File: src/rtl/axi_lite_regfile_pkg.sv
// Shared constants and helpers for the AXI4-Lite register file slice.
package axi_lite_pkg;

    localparam logic [1:0] RESP_OKAY   = 2'b00;
    localparam logic [1:0] RESP_SLVERR = 2'b10;

    function automatic int clog2(input int n);
        int r;
        r = 0;
        for (int i = 0; i < 32; i++) begin
            if ((1 << r) < n) r++;
        end
        return r;
    endfunction

    // One byte lane of a strobed write; the caller iterates over lanes.
    function automatic logic [7:0] byte_merge(input logic [7:0] old_b,
                                              input logic [7:0] new_b,
                                              input logic       en);
        return en ? new_b : old_b;
    endfunction

endpackage

File: src/rtl/axi_lite_regfile_wr_capture.sv
// One-entry holding register for an AXI-Lite request channel (AW or W).
// Ready is a flop so there is no combinational path from valid to ready.
module axi_lite_wr_capture #(
    parameter int W = 8
) (
    input  logic         clk,
    input  logic         rst_n,
    input  logic         i_valid,
    input  logic [W-1:0] i_data,
    input  logic         i_clear,
    output logic         o_ready,
    output logic         o_held,
    output logic [W-1:0] o_data
);

    logic         r_held;
    logic         r_ready;
    logic [W-1:0] r_data;
    logic         w_take;
    logic         w_held_nx;

    assign w_take    = i_valid & r_ready;
    assign w_held_nx = i_clear ? 1'b0 : (r_held | w_take);

    always_ff @(posedge clk or negedge rst_n) begin
        if (!rst_n) begin
            r_held  <= 1'b0;
            r_ready <= 1'b0;
            r_data  <= '0;
        end else begin
            r_held  <= w_held_nx;
            r_ready <= !w_held_nx;
            if (w_take) r_data <= i_data;
        end
    end

    assign o_ready = r_ready;
    assign o_held  = r_held;
    assign o_data  = r_data;

endmodule

File: src/rtl/axi_lite_regfile.sv
// AXI4-Lite slave register file: NUM_REGS word registers with byte strobes,
// read-only status slots sourced from reg_in, SLVERR on RO/out-of-range access.
module axi_lite_regfile
    import axi_lite_pkg::*;
#(
    parameter int                   DATA_W    = 32,
    parameter int                   ADDR_W    = 32,
    parameter int                   NUM_REGS  = 8,
    parameter logic [NUM_REGS-1:0]  RO_MASK   = '0,
    parameter logic [DATA_W-1:0]    RESET_VAL = '0
) (
    input  logic                         clk,
    input  logic                         rst_n,
    input  logic                         awvalid,
    input  logic [ADDR_W-1:0]            awaddr,
    output logic                         awready,
    input  logic                         wvalid,
    input  logic [DATA_W-1:0]            wdata,
    input  logic [DATA_W/8-1:0]          wstrb,
    output logic                         wready,
    output logic                         bvalid,
    output logic [1:0]                   bresp,
    input  logic                         bready,
    input  logic                         arvalid,
    input  logic [ADDR_W-1:0]            araddr,
    output logic                         arready,
    output logic                         rvalid,
    output logic [DATA_W-1:0]            rdata,
    output logic [1:0]                   rresp,
    input  logic                         rready,
    output logic [NUM_REGS*DATA_W-1:0]   reg_out,
    input  logic [NUM_REGS*DATA_W-1:0]   reg_in,
    output logic [NUM_REGS-1:0]          wr_pulse
);

    localparam int STRB_W   = DATA_W / 8;
    localparam int LSB      = clog2(STRB_W);
    localparam int IDX_W    = (clog2(NUM_REGS) < 1) ? 1 : clog2(NUM_REGS);
    localparam int IDX_SPAN = 1 << IDX_W;

    logic [DATA_W-1:0]        r_regs [NUM_REGS];
    logic                     r_bvalid;
    logic [1:0]               r_bresp;
    logic [NUM_REGS-1:0]      r_wr_pulse;
    logic                     r_ar_pending;
    logic [IDX_W-1:0]         r_ar_idx;
    logic                     r_arready;
    logic                     r_rvalid;
    logic [DATA_W-1:0]        r_rdata;
    logic [1:0]               r_rresp;

    logic                     w_aw_held;
    logic                     w_w_held;
    logic [IDX_W-1:0]         w_aw_idx;
    logic [STRB_W+DATA_W-1:0] w_w_bundle;
    logic [DATA_W-1:0]        w_wdata;
    logic [STRB_W-1:0]        w_wstrb;
    logic                     w_commit;
    logic                     w_wr_ok;
    logic [IDX_SPAN-1:0]      w_ro_ext;
    logic                     w_ar_pending_nx;
    logic                     w_rvalid_nx;
    logic                     w_unused;

    // Only the index bits are stored; upper address bits alias by design.
    axi_lite_wr_capture #(.W(IDX_W)) u_aw_cap (
        .clk     (clk),
        .rst_n   (rst_n),
        .i_valid (awvalid),
        .i_data  (awaddr[LSB +: IDX_W]),
        .i_clear (w_commit),
        .o_ready (awready),
        .o_held  (w_aw_held),
        .o_data  (w_aw_idx)
    );

    axi_lite_wr_capture #(.W(STRB_W + DATA_W)) u_w_cap (
        .clk     (clk),
        .rst_n   (rst_n),
        .i_valid (wvalid),
        .i_data  ({wstrb, wdata}),
        .i_clear (w_commit),
        .o_ready (wready),
        .o_held  (w_w_held),
        .o_data  (w_w_bundle)
    );

    assign {w_wstrb, w_wdata} = w_w_bundle;
    assign w_ro_ext = IDX_SPAN'(RO_MASK);
    assign w_commit = w_aw_held & w_w_held & ~r_bvalid;
    assign w_wr_ok  = (int'(w_aw_idx) < NUM_REGS) && !w_ro_ext[w_aw_idx];
    assign w_unused = ^{awaddr, araddr, reg_in};

    always_ff @(posedge clk or negedge rst_n) begin
        if (!rst_n) begin
            for (int i = 0; i < NUM_REGS; i++) r_regs[i] <= RO_MASK[i] ? '0 : RESET_VAL;
            r_bvalid   <= 1'b0;
            r_bresp    <= RESP_OKAY;
            r_wr_pulse <= '0;
        end else begin
            r_wr_pulse <= '0;
            if (w_commit) begin
                r_bvalid <= 1'b1;
                r_bresp  <= w_wr_ok ? RESP_OKAY : RESP_SLVERR;
                for (int i = 0; i < NUM_REGS; i++) begin
                    if (w_wr_ok && !RO_MASK[i] && (int'(w_aw_idx) == i)) begin
                        r_wr_pulse[i] <= 1'b1;
                        for (int b = 0; b < STRB_W; b++) begin
                            r_regs[i][b*8 +: 8] <= byte_merge(r_regs[i][b*8 +: 8],
                                                              w_wdata[b*8 +: 8], w_wstrb[b]);
                        end
                    end
                end
            end else if (r_bvalid && bready) begin
                r_bvalid <= 1'b0;
            end
        end
    end

    always_comb begin
        w_ar_pending_nx = r_ar_pending;
        w_rvalid_nx     = r_rvalid;
        if (arvalid && r_arready) w_ar_pending_nx = 1'b1;
        if (r_ar_pending) begin
            w_ar_pending_nx = 1'b0;
            w_rvalid_nx     = 1'b1;
        end else if (r_rvalid && rready) begin
            w_rvalid_nx = 1'b0;
        end
    end

    always_ff @(posedge clk or negedge rst_n) begin
        if (!rst_n) begin
            r_ar_pending <= 1'b0;
            r_ar_idx     <= '0;
            r_arready    <= 1'b0;
            r_rvalid     <= 1'b0;
            r_rdata      <= '0;
            r_rresp      <= RESP_OKAY;
        end else begin
            r_ar_pending <= w_ar_pending_nx;
            r_rvalid     <= w_rvalid_nx;
            r_arready    <= !w_ar_pending_nx && !w_rvalid_nx;
            if (arvalid && r_arready) r_ar_idx <= araddr[LSB +: IDX_W];
            // Sampled on the same edge as a possible commit, so reads see the old value.
            if (r_ar_pending) begin
                r_rdata <= '0;
                r_rresp <= RESP_SLVERR;
                for (int i = 0; i < NUM_REGS; i++) begin
                    if (int'(r_ar_idx) == i) begin
                        r_rresp <= RESP_OKAY;
                        r_rdata <= RO_MASK[i] ? reg_in[i*DATA_W +: DATA_W] : r_regs[i];
                    end
                end
            end
        end
    end

    for (genvar g = 0; g < NUM_REGS; g++) begin : g_reg_out
        assign reg_out[g*DATA_W +: DATA_W] = RO_MASK[g] ? '0 : r_regs[g];
    end

    assign bvalid   = r_bvalid;
    assign bresp    = r_bresp;
    assign wr_pulse = r_wr_pulse;
    assign arready  = r_arready;
    assign rvalid   = r_rvalid;
    assign rdata    = r_rdata;
    assign rresp    = r_rresp;

endmodule

File: config.mk
export PLATFORM = sky130hd
export DESIGN_NAME = axi_lite_regfile
export DESIGN_NICKNAME = d
export VERILOG_FILES = /design/src/rtl/axi_lite_regfile_pkg.sv /design/src/rtl/axi_lite_regfile_wr_capture.sv /design/src/rtl/axi_lite_regfile.sv
export SDC_FILE = /design/constraint.sdc
export NUM_CORES = 1
export LEC_CHECK = 0
export ABC_AREA = 1
export CAP_MARGIN = 15
export CORE_AREA = 2 2 259 261
export CTS_BUF_LIST = sky130_fd_sc_hd__clkbuf_16
export DETAILED_ROUTE_END_ITERATION = 8
export DIE_AREA = 0 0 261 263
export SKIP_LAST_GASP = 1
export SLEW_MARGIN = 10
export SYNTH_ARGS = -nofsm -noshare
export SYNTH_HDL_FRONTEND = slang
export SYNTH_SLANG_ARGS = --single-unit
File: constraint.sdc
create_clock -name clk -period 1.36 [get_ports clk]
set_clock_uncertainty 0.05 [all_clocks]
set_input_delay 0.204 -clock clk [delete_from_list [all_inputs] [get_ports clk]]
set_output_delay 0.204 -clock clk [all_outputs]
set_load 0.03 [all_outputs]
== Yosys cells after proc, flatten, opt, wreduce, memory -nomap -nowiden ==
Memories as Yosys holds them, arrays and structs flattened.
Index checks and enable logic that the tools add are counted.

* Bits in registers: 350
* Bits in read-only memories: 8
* Output and inout port bits: 305
* Logic and storage cells: 157
* Memories: 1

* $lt $le $gt $ge: 1
* Equal/unequal tests: 14
* Multiplexer cells: 35
* Bitwise gates (word level): 7
* Reductions and logical operators: 52

{| class="wikitable"
|+ Memory list
! memory !! words !! bits a word !! rd ports !! clocked after Yosys merged registers in !! write ports !! line !! source
|-
| (no name shown) || 8 || 1 || 1 || 0 || 0 || axi_lite_regfile.sv:91 || <nowiki>assign w_wr_ok = (int'(w_aw_idx) < NUM_REGS) && !w_ro_ext[w_aw_idx];</nowiki>
|}

{| class="wikitable"
|+ Operators with widths
! cell !! number
|-
| two-way mux 32 bit || 8
|-
| AND reduction 3 bit || 32
|-
| equality test 3 bit (second input constant) || 8
|-
| two-way mux 2 bit || 9
|-
| two-way mux 1 bit || 17
|-
| equality test 3 x 2 -> 1 bit (second input constant) || 4
|-
| logical AND 1 bit || 12
|-
| two-way mux 8 bit || 1
|-
| equality test 3 x 1 -> 1 bit (second input constant) || 2
|-
| zero test 3 bit || 2
|-
| zero test 1 bit || 5
|-
| bitwise AND 1 bit || 4
|-
| < comparator 3 x 4 -> 1 bit (second input constant) || 1
|-
| OR 1 bit || 2
|-
| nonzero test 2 bit || 1
|-
| inverter 1 bit || 1
|}

== Longest topological paths before layout ==
Gate-level depths: netlist of run 1.

* Word-level depth: 9
* Mapped depth: 10

== Hierarchy ==
From an unflattened synthesis of run 1, not the netlist that was laid out.

* Cells, all modules: 1736
* Area, all modules: 14975.6 µm²

{| class="wikitable"
|+ Modules (own cells, without submodules)
! module !! times used !! cells an instance !! area each (µm²) !! sequential area each (µm²)
|-
| axi_lite_regfile || 1 || 1552 || 13271.5 || 7607.3
|-
| axi_lite_wr_capture (u_w_cap) || 1 || 164 || 1511.4 || 950.9
|-
| axi_lite_wr_capture (u_aw_cap) || 1 || 20 || 192.7 || 125.1
|}

== Least setup slack after synthesis of run 1 ==
OpenSTA, ideal clock, no wires.

* Path type: flip-flop to flip-flop
* From: register r_bvalid, in the netlist bvalid
* To: register r_regs, in the netlist reg_out[229]
* Library setup time: 0.129 ns
* Data arrival time: 1.492 ns
* Required time: 1.181 ns
* Slack: -0.311 ns
* Cell stages (with the launch flop): 10
* Path buffers: 1
* Clock period less this slack: 1.671 ns
* Cell sequence: dfrtp_1 -> inv_1 -> nand3_1 -> inv_1 -> nand2_1 -> nor2_1 -> nand2_1 -> buf_6 -> nand2_1 -> o21ai_0

* Longest elaborated chain between the ends: 3

{| class="wikitable"
|+ Ends and longest elaborated chain
! what !! line !! source
|-
| from (decl) || axi_lite_regfile.sv:42 || <nowiki>logic r_bvalid;</nowiki>
|-
| from (signal assigned) || axi_lite_regfile.sv:97 || <nowiki>r_bvalid <= 1'b0;</nowiki>
|-
| from (signal assigned) || axi_lite_regfile.sv:103 || <nowiki>r_bvalid <= 1'b1;</nowiki>
|-
| from (signal assigned) || axi_lite_regfile.sv:115 || <nowiki>r_bvalid <= 1'b0;</nowiki>
|-
| inverter 1 bit || axi_lite_regfile.sv:90 || <nowiki>assign w_commit = w_aw_held & w_w_held & ~r_bvalid;</nowiki>
|-
| bitwise AND 1 bit || axi_lite_regfile.sv:90 ||
|-
| AND reduction 3 bit (no source line) || -- ||
|-
| to (signal, indexed assignment) || axi_lite_regfile.sv:109 || <nowiki>r_regs[i][b*8 +: 8] <= byte_merge(r_regs[i][b*8 +: 8],</nowiki>
|-
| to (decl) || axi_lite_regfile.sv:41 || <nowiki>logic [DATA_W-1:0] r_regs [NUM_REGS];</nowiki>
|}

Every way passes these cells.
A chain may end at the register's enable or synchronous reset.

== Final worst setup path of run 1 ==
* From: register r_ar_idx[2]
* To: register r_rdata[19], in the netlist rdata[19]

* Longest elaborated chain between the ends: 9
* Elaborated cells between the ends (all ways): 16
* Classes of those cells: 7 x eq/ne; 8 x mux; 1 x reduce/logical

{| class="wikitable"
|+ Ends and longest elaborated chain
! what !! line !! source
|-
| from (decl) || axi_lite_regfile.sv:46 || <nowiki>logic [IDX_W-1:0] r_ar_idx;</nowiki>
|-
| from (signal assigned) || axi_lite_regfile.sv:144 || <nowiki>if (arvalid && r_arready) r_ar_idx <= araddr[LSB +: IDX_W];</nowiki>
|-
| zero test 3 bit || axi_lite_regfile.sv:150 || <nowiki>if (int'(r_ar_idx) == i) begin</nowiki>
|-
| two-way mux 32 bit (7 in a row) || axi_lite_regfile.sv:150 ||
|-
| two-way mux 32 bit (*) || axi_lite_regfile.sv:150 ||
|-
| to (signal assigned) || axi_lite_regfile.sv:152 || <nowiki>r_rdata <= RO_MASK[i] ? reg_in[i*DATA_W +: DATA_W] : r_regs[i];</nowiki>
|-
| to (decl) || axi_lite_regfile.sv:49 || <nowiki>logic [DATA_W-1:0] r_rdata;</nowiki>
|}

Mark *: on every way between the ends. The rest lies on a longest branch, timed or not.

==> results.py, run 1 <==
metrics = {
    "outcome": {
        "status": "finished with violations",
        "violations": "setup timing",
    },
    "final_layout": {
        "final_common_cell": "dfrtp_1",
        "multi_input_area_mm2": 0.00756,
        "fin_nets": 2639,
        "fill_cells": 6152,
        "utilization": 0.417,
        "finalNonFillerCells": 3172,
        "final_cell_mix": "dfrtp_1 (341), nand2_1 (252), buf_4 (221)",
        "seqCellArea_mm2": 0.00869,
        "drive_above_1_share": 0.489,
        "area_growth_pct": 87.6,
    },
    "sta": {
        "max_freq_mhz": 586,
        "worst_pin_slew_ns": 0.544,
        "setup_ws_ns": -0.346,
        "holdWs_ns": 0.0279,
        "drv_slew": 0,
        "fin_crit_sh": 1.25,
        "slew_headroom": 0.637,
        "min_period_ns": 1.71,
        "finalSetupViolations": 554,
        "hold_viol": 0,
        "rsz0062_at_grt": "yes",
    },
    "worst_setup_path": {
        "cp.arrival_ns": 2.10,
        "critPathBufInv": 4,
        "startpoint_type": "register",
        "rr_worst_depth": 9,
        "max_stage_delay_ns": 0.46,
        "cp.depth": 9,
        "path_class": "register to register",
        "required_ns": 1.76,
        "worst_path_max_delay_cell": "dfrtp_2",
        "crit_family": "buffers and inverters",
        "reg2reg_slack_ns": -0.35,
        "crit_chain": "inv_6, nor3_4, buf_12, buf_4, buf_12, a21oi_1, nand4_1, nand2_1, nand2_1",
        "path_max_fanout": 8,
        "cp-end-kind": "register",
    },
    "synthesis": {
        "synth_fa_ha_area_frac": 0,
        "synth_xor_area_frac": 0,
        "yosysSeqAreaShare": 0.595,
        "ys_seq_elements": 347,
        "ys_top_cells_by_area": "dfrtp_1 (59%), nand2_1 (14%), o21ai_0 (10%), nand4_1 (2.8%), inv_1 (2.8%)",
        "yosys_warnings": 0,
        "synthSimpleGateAreaFrac": 0.213,
        "synthMuxAreaShare": 0,
        "synth.distinct_cells": 18,
        "syn_inst": 1666,
        "synth_compound_area_frac": 0.124,
        "synth_area_mm2": 0.0146,
        "avgSynthCellArea_um2": 8.77,
        "yosysTopAreaCell": "dfrtp_1",
        "synth_top_family_by_area": "simple AND/OR/NAND/NOR gates",
        "synth_top_area_frac": 0.595,
    },
    "clock_network": {
        "cts_root_buf": "clkbuf_16",
        "cts_buffers": 40,
        "clk_pin_slew_ns": 0.06,
        "clk_latency_ns": 0.57,
        "cts_tree": "done",
        "htree_num_levels": 2,
        "clk_path_buf_depth": 3,
        "cts.sinks": 347,
    },
    "floorplan": {
        "coreArea_mm2": 0.0656,
        "ios": 668,
        "placementRows": 94,
        "die_h_um": 263,
        "die_w_um": 261,
        "initial_core_util": 0.223,
        "die_area_mm2": 0.0686,
    },
    "pwr": {
        "pwr-share-clk": 0.141,
        "vdd_drop_max_mv": 1.45,
        "p_int_w": 0.0406,
        "p_sw_frac": 0.459,
        "p_switching_w": 0.0345,
        "power_density_mw_per_mm2": 2740,
        "leakagePower_nw": 12.2,
        "p_seq_frac": 0.273,
        "combPwrFrac": 0.586,
    },
    "detailed_routing": {
        "drt-pass1-iter-count": 5,
        "dr.first_iter.drc_count": 1338,
        "vias": 15383,
        "via_per_inst": 4.85,
        "drc": 0,
        "drt-wirelength-per-cell_um": 23.6,
        "ant_nets": 0,
        "routed_wl_mm": 74.9,
    },
    "place": {
        "numPortBuffers": 350,
        "place.gp.congestion": 0.886,
        "dp_cells": 2937,
        "dp_hpwl_mm": 48.5,
    },
    "worst_hold_path": {
        "min_path_type": "input pin to asynchronous set/reset pin",
    },
    "grt": {
        "met2_usage": 0.296,
        "use_met3": 0.0776,
        "top_usage_layer": "met2",
        "grt_pass1_vias": 14697,
        "met1_usage": 0.263,
        "antenna_found_initial": 5,
        "grt_pass1_wl_mm": 100,
        "grt_usage": 0.197,
        "grt_max_degree": 78,
        "grt_overflow": 0,
    },
    "flow_run": {
        "maxCapViolations": 0,
    },
}
final cells by class:
cell class,count,share of cell area
Antenna cell,3,0.000274
Clock buffer,40,0.0365
Clock inverter,31,0.00918
Inverter,112,0.0159
Multi-Input combinational cell,1143,0.276
Sequential cell,347,0.317
Tap cell,864,0.0395
Timing Repair Buffer,632,0.305
repair_timing:
action | CTS | global route
setup endpoints to repair | 590 | 592
hold buffers | 1 | 0
pin swaps | 61 | 178
gates cloned | 20 | 23
buffers inserted | 96 | 31
gates resized for setup | 896 | 601
endpoints found under the hold margin | 347 | 0
metrics by stage:
| stage | setup TNS (ns) | area, µm² | total power, W | setup slack, ns |
|---|---|---|---|---|
| 6_report | -77.87 | 27400 | 0.0752 | -0.346 |
| 5_1_grt | -108.90 | 27400 | 0.0785 | -0.407 |
| 4_1_cts | -80.60 | 25200 | 0.0702 | -0.306 |
| 3_5_place_dp | -68.94 | 22000 | 0.0553 | -0.365 |
| 3_3_place_gp | -59.97 | 22000 | 0.0548 | -0.330 |
| 2_1_floorplan | -42.56 | 15100 | 0.0339 | -0.243 |
flip-flops by register name, summed over array words and instances, names as in the netlist, 3 cells and up:
| register | cells |
|---|---|
| reg_out | 256 |
| u_w_cap.o_data | 36 |
| rdata | 32 |
| wr_pulse | 8 |
| r_ar_idx | 3 |
| u_aw_cap.o_data | 3 |
power groups by stage:
| stage | combinational, W | clock (W) | sequential, W |
|---|---|---|---|
| final | 0.0440 | 0.0106 | 0.0205 |
| after global routing | 0.0463 | 0.0112 | 0.0210 |
| after CTS | 0.0395 | 0.0108 | 0.0200 |
| after detailed placement | 0.0352 | 0 | 0.0200 |
| after global placement | 0.0349 | 0 | 0.0200 |
| after floorplan | 0.00872 | 0 | 0.0251 |
worst reg2reg max path, cell delays in order, from the launching register on:
cell and delay, ns:
dfrtp_2 0.46, inv_6 0.13, nor3_4 0.07, buf_12 0.15, buf_4 0.15, buf_12 0.13, a21oi_1 0.15, nand4_1 0.16
nand2_1 0.10, nand2_1 0.05
final timing paths:
kind	start	end
setup / recovery	r_ar_idx[2]	rdata[19]
hold / removal	rst_n	reg_out[114]
setup reg to reg	r_ar_idx[2]	rdata[19]
hold reg to reg	rdata[7]	rdata[7]
max in group asynchronous	rst_n	reg_out[12]
min in group clk	wdata[26]	u_w_cap.o_data[26]
per-layer routing:
| metal | share of wire | routed length (µm) |
|---|---|---|
| met3 | 0.12 | 9050 |
| met5 | 0 | 0 |
| met2 | 0.44 | 33200 |
| met1 | 0.41 | 30500 |
| met4 | 0.029 | 2170 |
cells by family (layout without fill, tap and decap cells):
| group | after synthesis | count (layout) |
|---|---|---|
| AOI/OAI and AO/OA | 362 | 362 |
| buffers and inverters | 203 | 815 |
| DFF | 347 | 347 |
| other | 1 | 6 |
| and+or+nand+nor | 753 | 778 |
cell usage after synthesis (all sizes together):
cell type	number
nand2	534
conb	1
nand3	67
a21oi	67
nor3	4
clkbuf	39
o21ai	295
buf	52
inv	112
nand4	66
nor2	82
dfrtp	347
Note: power is estimated with default switching activity, not from simulation.
==> run 2: changes to the inputs <==
--- a/config.mk
+++ b/config.mk
@@ -5,12 +5,11 @@
 export SDC_FILE = /design/constraint.sdc
 export NUM_CORES = 1
 export LEC_CHECK = 0
-export ABC_AREA = 1
-export CAP_MARGIN = 15
-export CORE_AREA = 2 2 259 261
+export CAP_MARGIN = 20
+export CORE_AREA = 2 2 262 264
 export CTS_BUF_LIST = sky130_fd_sc_hd__clkbuf_16
 export DETAILED_ROUTE_END_ITERATION = 8
-export DIE_AREA = 0 0 261 263
+export DIE_AREA = 0 0 264 266
 export SKIP_LAST_GASP = 1
 export SLEW_MARGIN = 10
 export SYNTH_ARGS = -nofsm -noshare
==> run 2 against run 1 <==
Effect of this change:
- the flow still finishes with violations (setup timing)
- count of clock-buffer cells in the layout is 1 higher
- area after synthesis is 4.7% higher
- sequential share of layout area is 0.64 points higher
- cell count is 12% lower
- largest cell class is now buffers
- first-iteration DRC count is 44% lower
- clock power hardly changed
==> results.py, run 2 <==
metrics = {
    "outcome": {
        "status": "finished with violations",
        "violations": "setup timing",
    },
    "synthesis": {
        "synthTopCellsByCount": "dfrtp_1 (347), mux2_2 (263), mux2i_1 (62), o22ai_1 (62), clkbuf_1 (43)",
        "synth.distinct_cells": 39,
        "syn_inst": 1132,
        "synth_top_area_frac": 0.568,
        "ys_seq_elements": 347,
        "ys_top_cells_by_area": "dfrtp_1 (57%), mux2_2 (19%), mux2i_1 (4.1%), o22ai_1 (2.5%), mux2_1 (2.5%)",
        "synth_area_mm2": 0.0153,
        "avgSynthCellArea_um2": 13.5,
        "async_flop_share": 1.00,
        "synth_ff_type": "dfrtp_1",
        "yosysSeqAreaShare": 0.568,
        "yosysMostFrequentCell": "dfrtp_1",
        "yosys_warnings": 0,
        "yosysTopAreaCell": "dfrtp_1",
        "synth_edf_count": 0,
    },
    "pwr": {
        "vdd_drop_max_mv": 1.65,
        "power_density_mw_per_mm2": 3010,
        "leakagePower_nw": 12.7,
    },
    "grt": {
        "grt_pass1_vias": 13801,
        "grt_pass1_wl_mm": 91.6,
        "grt_overflow": 0,
        "grt_max_degree": 71,
        "antenna_found_initial": 7,
        "grt_usage": 0.175,
    },
    "sta": {
        "slew_headroom": 0.616,
        "setup_ws_ns": -0.445,
        "rsz0062_at_grt": "yes",
        "fin_tns_setup_ns": -108.56,
        "hold_viol": 0,
        "finalSetupViolations": 520,
        "worst_pin_slew_ns": 0.577,
        "drv_slew": 0,
        "fin_crit_sh": 1.33,
        "max_freq_mhz": 554,
        "min_period_ns": 1.81,
        "holdWs_ns": 0.0325,
    },
    "clock_network": {
        "cts_root_buf": "clkbuf_16",
        "clk_path_buf_depth": 3,
        "htree_num_levels": 2,
        "clk_pin_slew_ns": 0.06,
        "cts_tree": "done",
        "clk_latency_ns": 0.56,
        "cts.sinks": 347,
        "cts_buffers": 40,
    },
    "detailed_routing": {
        "via_per_inst": 4.64,
        "drc": 0,
        "drt-pass1-iter-count": 7,
        "ant_nets": 0,
        "drt-wirelength-per-cell_um": 22.7,
        "vias": 12927,
        "dr.first_iter.drc_count": 751,
        "routed_wl_mm": 63.3,
    },
    "worst_setup_path": {
        "cp.arrival_ns": 2.20,
        "max_stage_delay_ns": 0.48,
        "cp-end-kind": "register",
        "crit_chain": "or3b_4, nor2_8, buf_12, nand2_8, mux2_4",
        "critPathBufInv": 1,
        "worst_path_max_delay_cell": "or3b_4",
        "crit_family": "simple AND/OR/NAND/NOR gates",
        "path_class": "register to register",
        "path_max_fanout": 8,
        "required_ns": 1.75,
        "startpoint_type": "register",
    },
    "floorplan": {
        "die_w_um": 264,
        "die_area_mm2": 0.0702,
        "initial_core_util": 0.226,
        "placementRows": 96,
        "coreArea_mm2": 0.0677,
        "die_h_um": 266,
        "ios": 668,
    },
    "final_layout": {
        "final_common_cell": "dfrtp_1",
        "final_cell_mix": "dfrtp_1 (319), buf_4 (307), mux2_2 (260)",
        "largest_reg_flops": 256,
        "finalInstanceArea_mm2": 0.0270,
        "fin_nets": 2236,
        "drive_above_1_share": 0.625,
        "fill_cells": 6293,
        "area_growth_pct": 76.2,
    },
    "place": {
        "dpl_cell_area_mm2": 0.0219,
        "numPortBuffers": 350,
        "dp_hpwl_mm": 42.1,
        "place.gp.congestion": 0.876,
    },
    "flow_run": {
        "maxCapViolations": 0,
    },
    "worst_hold_path": {
        "min_path_type": "input pin to asynchronous set/reset pin",
    },
}
==> run 2: changes by cell type after synthesis, sizes merged, moves of 32 or more <==
| cell | delta |
|---|---|
| a21oi | -32 |
| buf | -32 |
| inv | -106 |
| mux2 | +299 |
| o21ai | -261 |
| nand3 | -65 |
| mux2i | +62 |
| nand2b | +35 |
| nand2 | -497 |
| nor2 | -44 |
| nand4 | -65 |
| nor2b | +34 |
| o22ai | +62 |
==> run 2: repair_timing <==
item / 4_1_cts / 5_1_grt
hold buffers: 1 / 0
hold endpoints to repair: 332 / 0
pin swaps: 37 / 47
setup buffers: 220 / 54
cloned: 7 / 2
gates resized for setup: 1207 / 52
setup endpoints to repair: 595 / 595
==> run 2: routing by layer <==
metal,GRT usage,vias up,part of all wire
li1,-,5661,-
met1,0.227,6592,0.43
met2,0.274,550,0.45
met3,0.0579,112,0.088
met4,0.0599,12,0.032
met5,0,-,0.0012
==> run 2: worst paths after layout <==
check | start | to | slack [ns] | depth (start not counted)
max in group asynchronous | rst_n | u_w_cap.o_data[6] | 0.48 | 4
setup reg to reg | u_aw_cap.o_data[2] | reg_out[110] | -0.45 | 5
setup / recovery | u_aw_cap.o_data[2] | reg_out[110] | -0.45 | 5
hold reg to reg | rresp[1] | rresp[1] | 0.49 | 1
hold / removal | rst_n | rdata[11] | 0.03 | 2
min in group clk | arvalid | arready | 0.18 | 2
==> run 2: cells by family (layout without fill, tap and decap cells) <==
group           after synthesis  in the layout  share of synthesized area
flops                       347            347                      0.568
mux                         361            361                      0.261
buf+inv                      69            836                     0.0187
simple gates                156            156                     0.0709
other cells                   1              5                   0.000245
compound gates              198            198                     0.0812
==> run 2: area by class of cell <==
cell class	instances	area, µm²	area share
clock buffer	41	1030	0.0381
multi-input combinational	718	7110	0.264
tap	882	1100	0.0409
timing repair buffer	760	8720	0.324
sequential	347	8720	0.324
clock inverter	29	240	0.00891
inverter	6	22.5	0.000836
antenna	2	5.00	0.000186
==> run 2: where the power goes <==
group | internal, W | switching, W
clock network | 0.00621 | 0.00448
registers | 0.0153 | 0.00656
logic | 0.0259 | 0.0226
total | 0.0474 | 0.0337
==> run 2: through the flow <==
| step | total power (W) | utilization | instances | setup slack, ns |
|---|---|---|---|---|
| 2_1_floorplan | 0.0387 | - | 1134 | -0.384 |
| 3_3_place_gp | 0.0588 | 0.324 | 2444 | -0.509 |
| 3_5_place_dp | 0.0593 | 0.324 | 2444 | -0.535 |
| 4_1_cts | 0.0794 | 0.390 | 2732 | -0.439 |
| 5_1_grt | 0.0845 | 0.398 | 2783 | -0.501 |
| 6_report | 0.0810 | 0.398 | 2785 | -0.445 |
